--- src/rtl/matmul_tile_sequencer.sv ---
// -----------------------------------------------------------------------------
// matmul_tile_sequencer
//
// Sequences one tile multiply on the systolic array wrapper. A start command
// carries the inner dimension K and the A/B operand base addresses. The
// sequencer then:
//   1. streams K lockstep read beats from the A/B operand buffers,
//   2. drives the wrapper's en/last in step with the returned read data,
//   3. waits out the fill/drain latency, and
//   4. flags the SIZE result rows as they leave the drain array.
// It is the only master of the array's en/last.
//
// Ports
//   clk_i        clock
//   rst_ni       asynchronous active-low reset
//   start_i      job request, sampled only while idle
//   k_len_i      number of K beats for the job (0 completes at once)
//   a_base_i     A buffer start address
//   b_base_i     B buffer start address
//   abort_i      synchronous cancel of the running job
//   rd_req_o     operand read request (A and B in lockstep)
//   rd_addr_a_o  A read address
//   rd_addr_b_o  B read address
//   rd_gnt_i     buffer accepts the read this cycle; data returns next cycle
//   sa_en_o      to wrapper en_i
//   sa_last_o    to wrapper last_i
//   res_valid_o  wrapper c output holds a valid result row this cycle
//   res_row_o    index of that row, 0..SIZE-1
//   busy_o       high whenever a job is in progress
//   done_o       one-cycle pulse at job completion
// -----------------------------------------------------------------------------
module matmul_tile_sequencer #(
  parameter int SIZE      = 4,
  parameter int K_W       = 16,
  parameter int ADDR_W    = 10,
  parameter int DRAIN_LAT = 2 * SIZE + 3
) (
  input  logic                     clk_i,
  input  logic                     rst_ni,
  input  logic                     start_i,
  input  logic [K_W-1:0]           k_len_i,
  input  logic [ADDR_W-1:0]        a_base_i,
  input  logic [ADDR_W-1:0]        b_base_i,
  input  logic                     abort_i,
  output logic                     rd_req_o,
  output logic [ADDR_W-1:0]        rd_addr_a_o,
  output logic [ADDR_W-1:0]        rd_addr_b_o,
  input  logic                     rd_gnt_i,
  output logic                     sa_en_o,
  output logic                     sa_last_o,
  output logic                     res_valid_o,
  output logic [$clog2(SIZE)-1:0]  res_row_o,
  output logic                     busy_o,
  output logic                     done_o
);

  localparam int ROW_W = $clog2(SIZE);
  localparam int CNT_W = $clog2(DRAIN_LAT + 1);

  typedef enum logic [2:0] {
    ST_IDLE,
    ST_FEED,
    ST_FLUSH,
    ST_COLLECT,
    ST_DONE
  } state_t;

  state_t              state_q, state_d;
  logic [K_W-1:0]      k_len_q;
  logic [ADDR_W-1:0]   a_base_q, b_base_q;
  logic [K_W-1:0]      beat_q;
  logic [CNT_W-1:0]    drain_q;
  logic [ROW_W-1:0]    row_q;
  logic                en_q, last_q;

  // A grant only counts while feeding and not being cancelled; abort wins
  // over a coincident grant so that beat's data never enters the array.
  logic grant_ok;
  logic final_beat;
  logic accept_job;

  assign grant_ok   = (state_q == ST_FEED) && rd_gnt_i && !abort_i;
  assign final_beat = grant_ok && (beat_q == k_len_q - K_W'(1));
  assign accept_job = (state_q == ST_IDLE) && start_i && (k_len_i != '0);

  // ---------------------------------------------------------------------------
  // Next-state logic
  // ---------------------------------------------------------------------------
  always_comb begin
    // NOTE: default first so every path assigns state_d; otherwise a latch is inferred.
    state_d = state_q;
    unique case (state_q)
      ST_IDLE: begin
        if (start_i) begin
          state_d = (k_len_i != '0) ? ST_FEED : ST_DONE;
        end
      end
      ST_FEED: begin
        if (abort_i)         state_d = ST_IDLE;
        else if (final_beat) state_d = ST_FLUSH;
      end
      ST_FLUSH: begin
        if (abort_i)              state_d = ST_IDLE;
        else if (drain_q == '0)   state_d = ST_COLLECT;
      end
      ST_COLLECT: begin
        if (abort_i)                          state_d = ST_IDLE;
        else if (row_q == ROW_W'(SIZE - 1))   state_d = ST_DONE;
      end
      ST_DONE: begin
        state_d = ST_IDLE;
      end
      default: state_d = ST_IDLE;
    endcase
  end

  // ---------------------------------------------------------------------------
  // State, job registers and counters
  // ---------------------------------------------------------------------------
  always_ff @(posedge clk_i or negedge rst_ni) begin
    if (!rst_ni) begin
      state_q  <= ST_IDLE;
      k_len_q  <= '0;
      a_base_q <= '0;
      b_base_q <= '0;
      beat_q   <= '0;
      drain_q  <= '0;
      row_q    <= '0;
      en_q     <= 1'b0;
      last_q   <= 1'b0;
    end else begin
      // NOTE: non-blocking assignments so every register samples pre-edge values.
      state_q <= state_d;

      if (accept_job) begin
        k_len_q  <= k_len_i;
        a_base_q <= a_base_i;
        b_base_q <= b_base_i;
        beat_q   <= '0;
      end else if (grant_ok) begin
        beat_q <= beat_q + K_W'(1);
      end

      // Read data returns one cycle after its grant, so en/last are the
      // grant (and final-grant) flags delayed by one register.
      en_q   <= grant_ok;
      last_q <= final_beat;

      // Drain countdown is armed on the same edge that raises sa_last_o, so
      // it reads DRAIN_LAT during the last cycle and reaches 0 DRAIN_LAT
      // cycles later; COLLECT then begins DRAIN_LAT+1 cycles after last.
      if (final_beat) begin
        drain_q <= CNT_W'(DRAIN_LAT);
      end else if (state_q == ST_FLUSH && drain_q != '0) begin
        drain_q <= drain_q - CNT_W'(1);
      end

      // Row index only advances while staying in COLLECT; any exit clears
      // it so the next job starts at row 0.
      if (state_q == ST_COLLECT && state_d == ST_COLLECT) begin
        row_q <= row_q + ROW_W'(1);
      end else begin
        row_q <= '0;
      end
    end
  end

  // ---------------------------------------------------------------------------
  // Outputs
  // ---------------------------------------------------------------------------
  // Addresses are forced to 0 outside FEED so the buffers see a quiet bus;
  // the sum wraps naturally modulo 2^ADDR_W.
  assign rd_req_o    = (state_q == ST_FEED);
  assign rd_addr_a_o = rd_req_o ? a_base_q + ADDR_W'(beat_q) : '0;
  assign rd_addr_b_o = rd_req_o ? b_base_q + ADDR_W'(beat_q) : '0;
  assign sa_en_o     = en_q;
  assign sa_last_o   = last_q;
  assign res_valid_o = (state_q == ST_COLLECT);
  assign res_row_o   = row_q;
  assign busy_o      = (state_q != ST_IDLE);
  assign done_o      = (state_q == ST_DONE);

endmodule
--- config.mk ---
export PLATFORM = sky130hd
export DESIGN_NAME = matmul_tile_sequencer
export DESIGN_NICKNAME = d
export VERILOG_FILES = /design/src/rtl/matmul_tile_sequencer.sv
export SDC_FILE = /design/constraint.sdc
export NUM_CORES = 1
export LEC_CHECK = 0
export ABC_AREA = 1
export CORE_MARGIN = 4
export CORE_UTILIZATION = 55
export CTS_CLUSTER_DIAMETER = 40
export DETAILED_ROUTE_END_ITERATION = 12
export MAX_ROUTING_LAYER = met4
export PLACE_DENSITY = 0.81
export SLEW_MARGIN = 10
export SYNTH_ARGS = -nofsm -noshare
export SYNTH_HDL_FRONTEND = slang
export SYNTH_SLANG_ARGS = --single-unit
--- constraint.sdc ---
create_clock -name clk_i -period 2.7 [get_ports clk_i]
set_input_delay 0.54 -clock clk_i [delete_from_list [all_inputs] [get_ports clk_i]]
set_output_delay 0.54 -clock clk_i [all_outputs]
set_load 0.01 [all_outputs]
== Word-level counts from Yosys, hierarchy flattened ==
Cells that the tools add are included.

* Add/sub/neg operators: 6
* Equality and inequality tests: 7
* Mux-type cells: 16
* Reduce and logical (&&, ||, !) cells: 15

{| class="wikitable"
|+ Operators by type and width
! cell !! number
|-
| 16-bit 2-to-1 mux || 2
|-
| 3-bit 2-to-1 mux || 8
|-
| 10-bit adder || 2
|-
| 10-bit 2-to-1 mux || 2
|-
| 16-bit by 1-bit adder with 16-bit output, second input constant || 1
|-
| 16-bit == test || 1
|-
| 16-bit nonzero test || 1
|-
| 16-bit by 1-bit subtractor with 16-bit output, second input constant || 1
|-
| 3-bit one-hot mux with 4 select lines || 1
|-
| 3-bit by 2-bit == test with 1-bit output, second input constant || 3
|-
| 4-bit 2-to-1 mux || 2
|-
| 1-bit logical AND || 7
|-
| 4-bit zero test || 1
|-
| 2-bit nonzero test || 2
|-
| 4-bit nonzero test || 1
|-
| 4-bit by 1-bit subtractor with 4-bit output, second input constant || 1
|-
| 3-bit by 1-bit == test with 1-bit output, second input constant || 1
|-
| 3-bit == test, second input constant || 1
|-
| 3-bit zero test || 1
|-
| 3-bit nonzero test || 1
|-
| 2-bit by 1-bit adder with 2-bit output, second input constant || 1
|-
| 2-bit == test, second input constant || 1
|-
| 2-bit 2-to-1 mux || 1
|-
| 1-bit zero test || 1
|}

* Flip-flop bits (word level): 63
* Input bits: 41
* Output and inout port bits: 28
* Logic and storage cells: 53

== Logic depth before layout (Yosys ltp) ==
Gate-level depths: netlist of run 1.

* Depth in word-level cells: 10
* Mapped depth: 14

== Worst setup path after synthesis of run 1 ==
No wires, ideal clock.

* Kind: flip-flop to output port
* Start point: reg beat_q[0]
* End point: out rd_addr_b_o[6]
* Data arrival time: 1742 ps
* Data required time: 2160 ps
* Setup slack: 418 ps
* Stages on the path, launching flop included: 10
* Buffers on the path: 0
* Cell sequence: dfrtp_1 -> ha_1 -> fa_1 -> nand3_1 -> nand2_1 -> nand2_1 -> nand2_1 -> a21oi_1 -> o21ai_0 -> a21oi_1

* Longest elaborated chain between the ends: 2

{| class="wikitable"
|+ RTL lines
! what !! line !! text
|-
| start, declared || 71 || <nowiki>logic [K_W-1:0] beat_q;</nowiki>
|-
| start signal, assigned || 141 || <nowiki>beat_q <= beat_q + K_W'(1);</nowiki>
|-
| 10-bit adder || 175 || <nowiki>assign rd_addr_b_o = rd_req_o ? b_base_q + ADDR_W'(beat_q) : '0;</nowiki>
|-
| 10-bit 2-to-1 mux || 175 ||
|-
| end, declared || 47 || <nowiki>output logic [ADDR_W-1:0] rd_addr_b_o,</nowiki>
|}

No other way between the ends.

== Worst setup path after layout of run 1 ==
* Start point: reg beat_q[0]
* End point: out rd_addr_b_o[2]

Same word-level chain as after synthesis.

==> results of run 1 <==
timing repair:
| item | 4_1_cts | 5_1_grt |
|---|---|---|
| resized for setup | 51 | 36 |
| cloned | 1 | 0 |
| setup buffers | 7 | 2 |
| setup endpoints to repair | 19 | 17 |
| pin swaps | 2 | 5 |
kinds of logic after synthesis:
kind of cell	Yosys count	share of synthesized area [%]
flops	63	35.3
xor+xnor	18	3.53
buf+inv	96	8.61
simple gates	356	35.7
fa+ha+maj	25	7.35
compound gates	79	9.50
critical path: stages (launching register included):
cell and delay, ns:
dfrtp_2 0.44, ha_4 0.17, fa_2 0.40, a21oi_1 0.26, clkdlybuf4s50_1 0.59
Yosys cell counts (all sizes together):
master  instances  area share (%)
clkinv          2            0.17
a21boi          1            0.17
or2             1            0.14
xnor2           8             1.6
a31oi           1            0.14
nand4          16             2.6
and2            1            0.14
inv            83             7.0
ha             23             6.4
a21oi          36             4.0
dfrtp          63              35
xor2           10             2.0
o21a            1            0.17
nor4            5            0.70
o32ai           1            0.20
nor3           10             1.2
o21ai          33             3.7
nor2           70             7.4
a221oi          3            0.59
nor3b           1            0.17
nand3b          1            0.17
buf             8            0.95
fa              2            0.90
a21o            1            0.17
nand2         211              19
clkbuf          3            0.50
nand3          40             4.6
o21bai          2            0.34
final timing paths:
check                                          end                   start  slack (ns)  cells after the start
max in group asynchronous    beat_q[4]$_DFFE_PN0P_                  rst_ni        1.78                      2
min reg2reg                 res_row_o[0]$_DFF_PN0_  res_row_o[0]$_DFF_PN0_        0.46                      1
min                        a_base_q[7]$_DFFE_PN0P_                  rst_ni        0.35                      2
max                                 rd_addr_b_o[2]   beat_q[0]$_DFFE_PN0P_       -0.06                      4
min in group clk_i          res_row_o[0]$_DFF_PN0_  res_row_o[0]$_DFF_PN0_        0.46                      1
max reg2reg                   state_q[0]$_DFF_PN0_  k_len_q[0]$_DFFE_PN0P_        0.67                     11
cell usage in the layout (no fill, tap or decap), types with 8 or more instances in the layout:
master | netlist | layout
nor2_1 | 58 | 57
xor2_1 | 10 | 10
inv_1 | 78 | 76
a21oi_1 | 36 | 28
clkbuf_8 | 1 | 10
a21oi_2 | 0 | 8
nand2_2 | 8 | 10
ha_1 | 23 | 12
clkdlybuf4s50_1 | 0 | 50
xnor2_1 | 8 | 8
nand2_1 | 201 | 199
buf_4 | 1 | 38
nand3_1 | 39 | 38
ha_4 | 0 | 10
nand4_1 | 15 | 15
o21ai_0 | 33 | 25
dfrtp_2 | 0 | 8
dfrtp_1 | 63 | 55
state kept, by name, indices dropped and copies added (netlist names), 2 cells and up:
name and flops:
k_len_q 16, drain_q 4, a_base_q 10, state_q 3
beat_q 16, b_base_q 10, res_row_o 2
power by group through the flow:
| stage | Sequential, mW | Clock, mW | Combinational (mW) |
|---|---|---|---|
| 5_1_grt | 1.23 | 1.00 | 1.34 |
| 6_report | 1.22 | 0.958 | 1.20 |
| 4_1_cts | 1.21 | 0.972 | 1.15 |
| 3_3_place_gp | 1.21 | 0 | 1.08 |
| 3_5_place_dp | 1.21 | 0 | 1.12 |
| 2_1_floorplan | 1.18 | 0 | 0.701 |
layout make-up:
| type | instances | area [µm²] |
|---|---|---|
| Multi-Input combinational cell | 478 | 2700 |
| Tap cell | 102 | 128 |
| Clock inverter | 6 | 90.1 |
| Inverter | 85 | 323 |
| Fill cell | 594 | 1900 |
| Timing Repair Buffer | 107 | 935 |
| Timing Repair inverter | 1 | 7.51 |
| Sequential cell | 63 | 1590 |
| Clock buffer | 10 | 138 |
layer usage:
layer | GRT usage (%) | wire [µm] | share of wire, %
met3 | 5.57 | 812 | 6.2
met4 | 8.20 | 397 | 3.0
met2 | 47.4 | 6270 | 48
met5 | - | 0 | 0
met1 | 35.1 | 5580 | 43
stage by stage:
| stage | setup TNS, ns | cells | setup WS (ns) | total power [mW] | cell area [µm²] |
|---|---|---|---|---|---|
| CTS | 0 | 850 | 0.0121 | 3.32 | 5820 |
| global route | -0.372 | 852 | -0.124 | 3.57 | 5910 |
| floorplan | 0 | 637 | 0.418 | 1.88 | 4460 |
| global placement | -0.0666 | 826 | -0.0480 | 2.29 | 5440 |
| finish | -0.0879 | 852 | -0.0589 | 3.38 | 5910 |
| detailed placement | -0.211 | 826 | -0.0933 | 2.33 | 5440 |
==> metrics.txt, run 1 <==
Cell Pwr Density=571 nW/µm²; P_int=2.12 mW; # diodes=0; DR iter-0 viols=347; skew final=0.00973 ns; die area=9620 µm²; Hold Worst Slack=0.347 ns; failing checks=setup timing; CP Capture Type=output port; drc violations=0; Root Buffer=clkbuf_8; CP Launch Type=flop; fraction of layout cells with a size suffix above 1=18.0%; min Tclk post-route=2.76 ns; wire per inst=15.3 µm; dpl hpwl=9490 µm; Worst Setup Path Type=reg2out; die width=98.1 µm; Worst VDD drop=0.000377 V; number of buffers created by CTS=9; Seq/Total Area, Yosys=about a third; CTS Sinks=63; H-tree levels=3; post-route clock period utilization=102%; CP required=2.16 ns; pin count of the biggest net entering global routing=64; worst-margin pin slew=around 0.80 ns; via count=4670; CTS max path bufs=2; First-pass DRT Iterations=5; CP max FO=3; total global-route track usage=28.4%; Sw Pwr=roughly 1.3 mW; Slew HR=46.8%; Worst Path Arrival=between 2 and 2.5 ns; syn nets=703; Clock Pin Slew Worst Setup and Hold Paths=0.08 ns; first-pass GRT wire length=around 22000 µm; Yosys cell types=40; Final Net Count=811; Yosys reg bits=between 60 and 70; row cnt=32; total gr overflow=0; Final Max Tran Viols=0; Mean Syn Cell Area=7.01 µm²; final wirelength=13100 µm; antenna violations before repair=0; remaining antenna violation count=0; cell area after synthesis=4460 µm²; Final Wtd Congestion=about 0.93; worst skew pair latency=0.36 ns; Starting Density=between 50 and 60%; Ports=69; final setup fails=2; RSZ-0062 raised after global routing=yes; Synth-to-Final Area Change=32.4%; CTS tree=built; Clock Power Share=28.4%; die height=98.1 µm; vias in the first global route=approximately 4.6k; via/cell ratio=around 5.5; port bufs=68; Final Worst Setup Slack=-0.0589 ns; Comb power frac=35.6%; Leak Pwr=3.00 nW; Max Cap Viol=0; final hold viol count=0; Hold WC Path Type=in2async; Gate Count Post-Synth=637; register share of total power=36.1%; Yosys warning total=0; # hold bufs at CTS=0; Max Clk Rate=362 MHz; Net Sw Frac=between 30% and 40%; outcome=complete, but fails checks; core area=between 7000 and 8000 µm²; Core Util, Final=75.7%
(Power assumes the default switching activity.)
==> inputs of run 2 (changes only) <==
- REMOVE_ABC_BUFFERS: unset -> 1
- SLEW_MARGIN: 10 -> unset
==> run 2 against run 1 <==
The flow now finishes without violations. Final area is 0.51% lower. Clock skew increased by 0.0027 ns. Via count is 2.8% lower. Sequential share of layout area grew 0.12 points. Register-to-register slack about the same. Global-route usage is 1.9 points lower. Critical path type unchanged. Largest cell class unchanged.
==> metrics.txt, run 2 (synthesis results as in run 1) <==
outcome=completed; die width=98.1 µm (unchanged); vias in the first global route=4221 (-9.2%); remaining antenna violation count=0 (unchanged); Worst R2R Path Depth=11 (unchanged); via/cell ratio=5.35 (-2.3%); die area=9620 µm² (unchanged); Final Max Tran Viols=0 (unchanged); Worst Path Arrival=2.10 ns (-0.12 ns); first-pass GRT wire length=20100 µm (-6.9%); final setup fails=0 (-2); CP Launch Type=flop; crit path cell chain=ha_2 > fa_2 > nand3_1 > nand2_1 > buf_4 > o21ai_0 > a21oi_1 > dlygate4sd2_1; wire per inst=14.7 µm (-3.9%); port bufs=68 (unchanged); First-pass DRT Iterations=5 (unchanged); DR iter-0 viols=314 (-9.5%); Clock Pin Slew Worst Setup and Hold Paths=0.06 ns (-0.02 ns); worst setup path end=rd_addr_a_o[4]; worst r2r src=k_len_q[0]$_DFFE_PN0P_; CTS max path bufs=2 (unchanged); pin count of the biggest net entering global routing=34 (-47%); skew final=0.0125 ns (+0.00273 ns); Cell Pwr Density=529 nW/µm² (-7.3%); worst reg2reg setup slack=0.66 ns (about the same); Pwr Total=3.11 mW (-7.8%); # hold bufs at CTS=0 (unchanged); final wirelength=12500 µm (-4.4%); via count=4541 (-2.8%); Hold WC Path Type=in2async; post-route clock period utilization=97.8% (-4.4 points); number of buffers created by CTS=9 (unchanged); Synth-to-Final Area Change=31.8%; Slew HR=47.9% (+1.1 points); total global-route track usage=26.5% (-1.9 points); Final Wtd Congestion=0.937 (+0.86%); Placed Cells=827 (+0.12%); Finished Cell Area=5880 µm² (-0.51%); # diodes=0 (unchanged); CTS Sinks=63 (unchanged); Worst Setup Path Type=reg2out; Setup TNS=0 ns (+0.0879 ns); total gr overflow=0 (unchanged); worst-margin pin slew=0.782 ns (-0.0170 ns); min Tclk post-route=2.64 ns (-0.119 ns); RSZ-0062 raised after global routing=yes; fraction of layout cells with a size suffix above 1=17.8% (-0.17 points); core area=7810 µm² (unchanged); CP Capture Type=output port; CTS tree=built; biggest regs=beat_q: 16 flops, k_len_q: 16 flops; critical path's slowest cell=dfrtp_1; Ports=69 (unchanged); Leak Pwr=2.99 nW (-0.33%); DP Area=5460 µm² (+0.37%); die height=98.1 µm (unchanged); worst skew pair latency=0.35 ns (about the same); Worst VDD drop=0.000388 V (+3.1%); CP max FO=3 (unchanged); filler cell count=624 (+5.1%); Post-Layout Cell Count=848 (-0.47%); Root Buffer=clkbuf_8; R2R Path End=state_q[0]$_DFF_PN0_; Final Net Count=808 (-0.37%); final hold viol count=0 (unchanged); Starting Density=57.2% (unchanged); Max Cap Viol=0 (unchanged); CP required=2.16 ns (about the same); H-tree levels=3 (unchanged); Slowest Stage Delay on Critical Path=0.41 ns (-0.18 ns); Core Util, Final=75.3% (-0.38 points); Setup crit start=beat_q[0]$_DFFE_PN0P_; most frequent cells in the layout=198 x nand2_1, 77 x inv_1, 57 x nor2_1; Max Clk Rate=379 MHz (+4.5%); antenna violations before repair=0 (unchanged); most common cell after layout, fill and taps aside=nand2_1; dpl hpwl=9160 µm (-3.5%); drc violations=0 (unchanged); row cnt=32 (unchanged)
run 2: through the flow:
| step | hold WS, ns | setup WS (ns) |
|---|---|---|
| detailed placement | 0.459 | -0.0597 |
| CTS | 0.287 | 0.0118 |
| floorplan | 0.244 | -0.148 |
| finish | 0.273 | 0.0601 |
| global placement | 0.442 | -0.0237 |
| global route | 0.321 | -0.0167 |
run 2: worst min path at each step:
stage	cells past startpoint	to	from	slack (ns)
2_1_floorplan	0	a_base_q[0]$_DFFE_PN0P_	rst_ni	0.24
3_5_place_dp	1	res_row_o[0]$_DFF_PN0_	res_row_o[0]$_DFF_PN0_	0.46
4_1_cts	1	b_base_q[0]$_DFFE_PN0P_	rst_ni	0.29
6_report	1	a_base_q[1]$_DFFE_PN0P_	rst_ni	0.27
3_3_place_gp	1	res_row_o[0]$_DFF_PN0_	res_row_o[0]$_DFF_PN0_	0.44
5_1_grt	1	a_base_q[1]$_DFFE_PN0P_	rst_ni	0.32
run 2: layout make-up:
cell class	instances	area [µm²]	area share, %
clock buffer	11	141	2.40
multi-input combinational	478	2740	46.5
inverter	85	323	5.49
timing repair buffer	105	946	16.1
tap	102	128	2.17
clock inverter	4	22.5	0.383
sequential	63	1590	27.0
run 2: worst max-delay path: cells and delay by family, from the launching register on:
family	cells	cell delay [ns]
adder cells (fa/ha/maj)	2	0.57
buffers and inverters	2	0.42
AND/OR/NAND/NOR	2	0.16
AO/OA/AOI/OAI	2	0.19
flip-flops	1	0.41
run 2: routing by layer:
| metal | routed length [µm] | track usage, % |
|---|---|---|
| met1 | 5280 | 34.0 |
| met2 | 6270 | 43.5 |
| met3 | 783 | 5.79 |
| met4 | 150 | 5.64 |
| met5 | 0 | - |
run 2: what timing repair did:
item	4_1_cts	5_1_grt
cloned	0	0
setup endpoints to repair	17	14
setup buffers	3	3
pin swaps	1	3
resized for setup	44	41
run 2: report_power, final:
group / internal, mW / switching, mW
sequential: 1.06 / 0.152
combinational: 0.505 / 0.671
clock: 0.348 / 0.372
==> inputs of run 3 (changes only) <==
- ABC_CLOCK_PERIOD_IN_PS: unset -> 2700
- CORE_UTILIZATION: 55 -> 50
- PLACE_DENSITY: 0.81 -> 0.75
==> run 3 against run 2 <==
Combinational power hardly changed. Sequential share of layout area down 0.27 points. Non-clock buffer count down 4. Critical path depth unchanged. First-iteration DRC count fell by 22%. Hold slack worse by 0.21 ns. Sequential power about the same. Register-to-register slack improved by 0.04 ns. Final area is 1.1% higher. Cell count is 0.35% higher.
==> metrics.txt, run 3 (synthesis results as in run 1) <==
H-tree levels=3 (unchanged); drc violations=0 (unchanged); R2R Path End=state_q[0]$_DFF_PN0_; fraction of layout cells with a size suffix above 1=17.5% (-0.33 points); RSZ-0062 raised after global routing=yes; First-pass DRT Iterations=5 (unchanged); Finished Cell Area=5940 µm² (+1.1%); wire per inst=14.7 µm (-0.35%); Hold WC Path Type=in2async; DP Area=5470 µm² (+0.14%); Final Wtd Congestion=0.892 (-4.8%); Worst VDD drop=0.000305 V (-22%); core area=8720 µm² (+12%); worst r2r src=k_len_q[0]$_DFFE_PN0P_; CTS Sinks=63 (unchanged); Max Cap Viol=0 (unchanged); worst reg2reg setup slack=0.70 ns (+0.04 ns); dpl hpwl=9320 µm (+1.8%); Top Family by Delay on Critical Path=adder cells; final setup fails=0 (unchanged); biggest regs=beat_q: 16 flops, k_len_q: 16 flops; final wirelength=12500 µm (unchanged); Synth-to-Final Area Change=33.2%; filler cell count=756 (+21%); CP Depth=8 (unchanged); Final Max Tran Viols=0 (unchanged); die width=102 µm (+4.5%); Clock Pin Slew Worst Setup and Hold Paths=0.08 ns (+0.02 ns); CP Launch Type=flop; first-pass GRT wire length=20300 µm (+0.72%); via count=4520 (-0.46%); Worst R2R Path Depth=11 (unchanged); Final Net Count=804 (-0.50%); total global-route track usage=25.4% (-1.2 points); Worst Path Arrival=2.08 ns (-0.02 ns); outcome=completed; critical path's slowest cell=dfrtp_1; vias in the first global route=4312 (+2.2%); row cnt=34 (+6.3%); post-route clock period utilization=96.9% (-0.90 points); Cell Pwr Density=568 nW/µm² (+7.3%); number of buffers created by CTS=9 (unchanged); most frequent cells in the layout=199 x nand2_1, 78 x inv_1, 56 x nor2_1; Slowest Stage Delay on Critical Path=0.41 ns (about the same); pin count of the biggest net entering global routing=44 (+29%); Max Clk Rate=382 MHz (+0.93%); port bufs=68 (unchanged); DR iter-0 viols=246 (-22%); via/cell ratio=5.31 (-0.81%); total gr overflow=0 (unchanged); area of the multi-input gates=2750 µm² (+0.69%); final hold viol count=0 (unchanged); min Tclk post-route=2.62 ns (-0.0243 ns); antenna violations before repair=0 (unchanged); CTS tree=built; Ports=69 (unchanged); Setup TNS=0 ns (unchanged); worst skew pair latency=0.35 ns (about the same); Slew HR=74.1% (+26 points); CP required=2.16 ns (about the same); Starting Density=51.2% (-6.0 points); Leak Pwr=3.00 nW (+0.34%); crit path cell chain=ha_2 > fa_2 > nand3_2 > nand2_2 > buf_4 > o21ai_0 > a21oi_1 > dlygate4sd2_1; flip-flop and latch area=1590 µm² (about the same); die height=102 µm (+4.5%); Worst Setup Path Type=reg2out; CP max FO=3 (unchanged); CP bufs+invs=2 (unchanged); # diodes=0 (unchanged); Root Buffer=clkbuf_8; remaining antenna violation count=0 (unchanged); skew final=0.00862 ns (-0.00384 ns); CP Capture Type=output port; # hold bufs at CTS=0 (unchanged); worst-margin pin slew=0.385 ns (-0.396 ns); most common cell after layout, fill and taps aside=nand2_1; die area=10500 µm² (+9.2%); CTS max path bufs=2 (unchanged)
## run 3: changes by cell type in the layout (fill, tap and decap cells not counted), moves of 3 or more
cell | previous run | this run
dlygate4sd2_1 | 6 | 11
clkbuf_8 | 10 | 13
buf_4 | 34 | 31
clkinv_2 | 3 | 0
clkbuf_2 | 7 | 3
## run 3: timing repair
| action | CTS | global route |
|---|---|---|
| pin swaps | 3 | 5 |
| buffers inserted | 1 | 1 |
| endpoints found under the setup margin | 18 | 12 |
| gates resized for setup | 49 | 36 |
| cloned | 0 | 0 |
## run 3: worst max path at each step
| stage | from | endpoint | slack, ns |
|---|---|---|---|
| 2_1_floorplan | k_len_i[9] | beat_q[4]$_DFFE_PN0P_ | -0.15 |
| 3_3_place_gp | beat_q[0]$_DFFE_PN0P_ | rd_addr_b_o[6] | -0.003 |
| 3_5_place_dp | beat_q[0]$_DFFE_PN0P_ | rd_addr_a_o[6] | -0.03 |
| 4_1_cts | beat_q[6]$_DFFE_PN0P_ | rd_addr_a_o[9] | 0.001 |
| 5_1_grt | beat_q[0]$_DFFE_PN0P_ | rd_addr_a_o[6] | -0.07 |
| 6_report | beat_q[0]$_DFFE_PN0P_ | rd_addr_a_o[4] | 0.08 |
## run 3: final cells by class
| class | count | share of cell area (%) |
|---|---|---|
| Tap cell | 108 | 2.27 |
| Clock inverter | 2 | 1.01 |
| Multi-Input combinational cell | 478 | 46.3 |
| Clock buffer | 14 | 3.07 |
| Inverter | 85 | 5.37 |
| Sequential cell | 63 | 26.7 |
| Timing Repair Buffer | 101 | 15.3 |
## run 3: metal layers
metal  global-route usage [%]  vias to the layer above  part of all wire [%]  routed length [µm]
li1                         -                     2249                     -                   -
met1                     33.8                     2107                    45                5610
met2                     39.8                      137                    48                5980
met3                     4.16                       27                   5.0                 621
met4                     7.37                        0                   2.2                 279
met5                        -                        -                     0                   0
## run 3: where the power goes
group          internal (mW)  switching (mW)
registers               1.06           0.150
clock network          0.622           0.380
logic                  0.489           0.669
total                   2.18            1.20
## run 3: stage by stage
step / power, mW / setup WS (ns) / instances / hold WS (ns) / util [%]
finish: 3.38 / 0.0844 / 851 / 0.0628 / 68.2
global route: 3.59 / -0.0700 / 851 / 0.0779 / 68.2
CTS: 3.33 / 0.00104 / 850 / 0.0603 / 66.5
detailed placement: 2.32 / -0.0270 / 833 / 0.432 / 62.7
global placement: 2.29 / -0.00294 / 833 / 0.427 / 62.7
floorplan: 1.86 / -0.148 / 626 / 0.244 / -
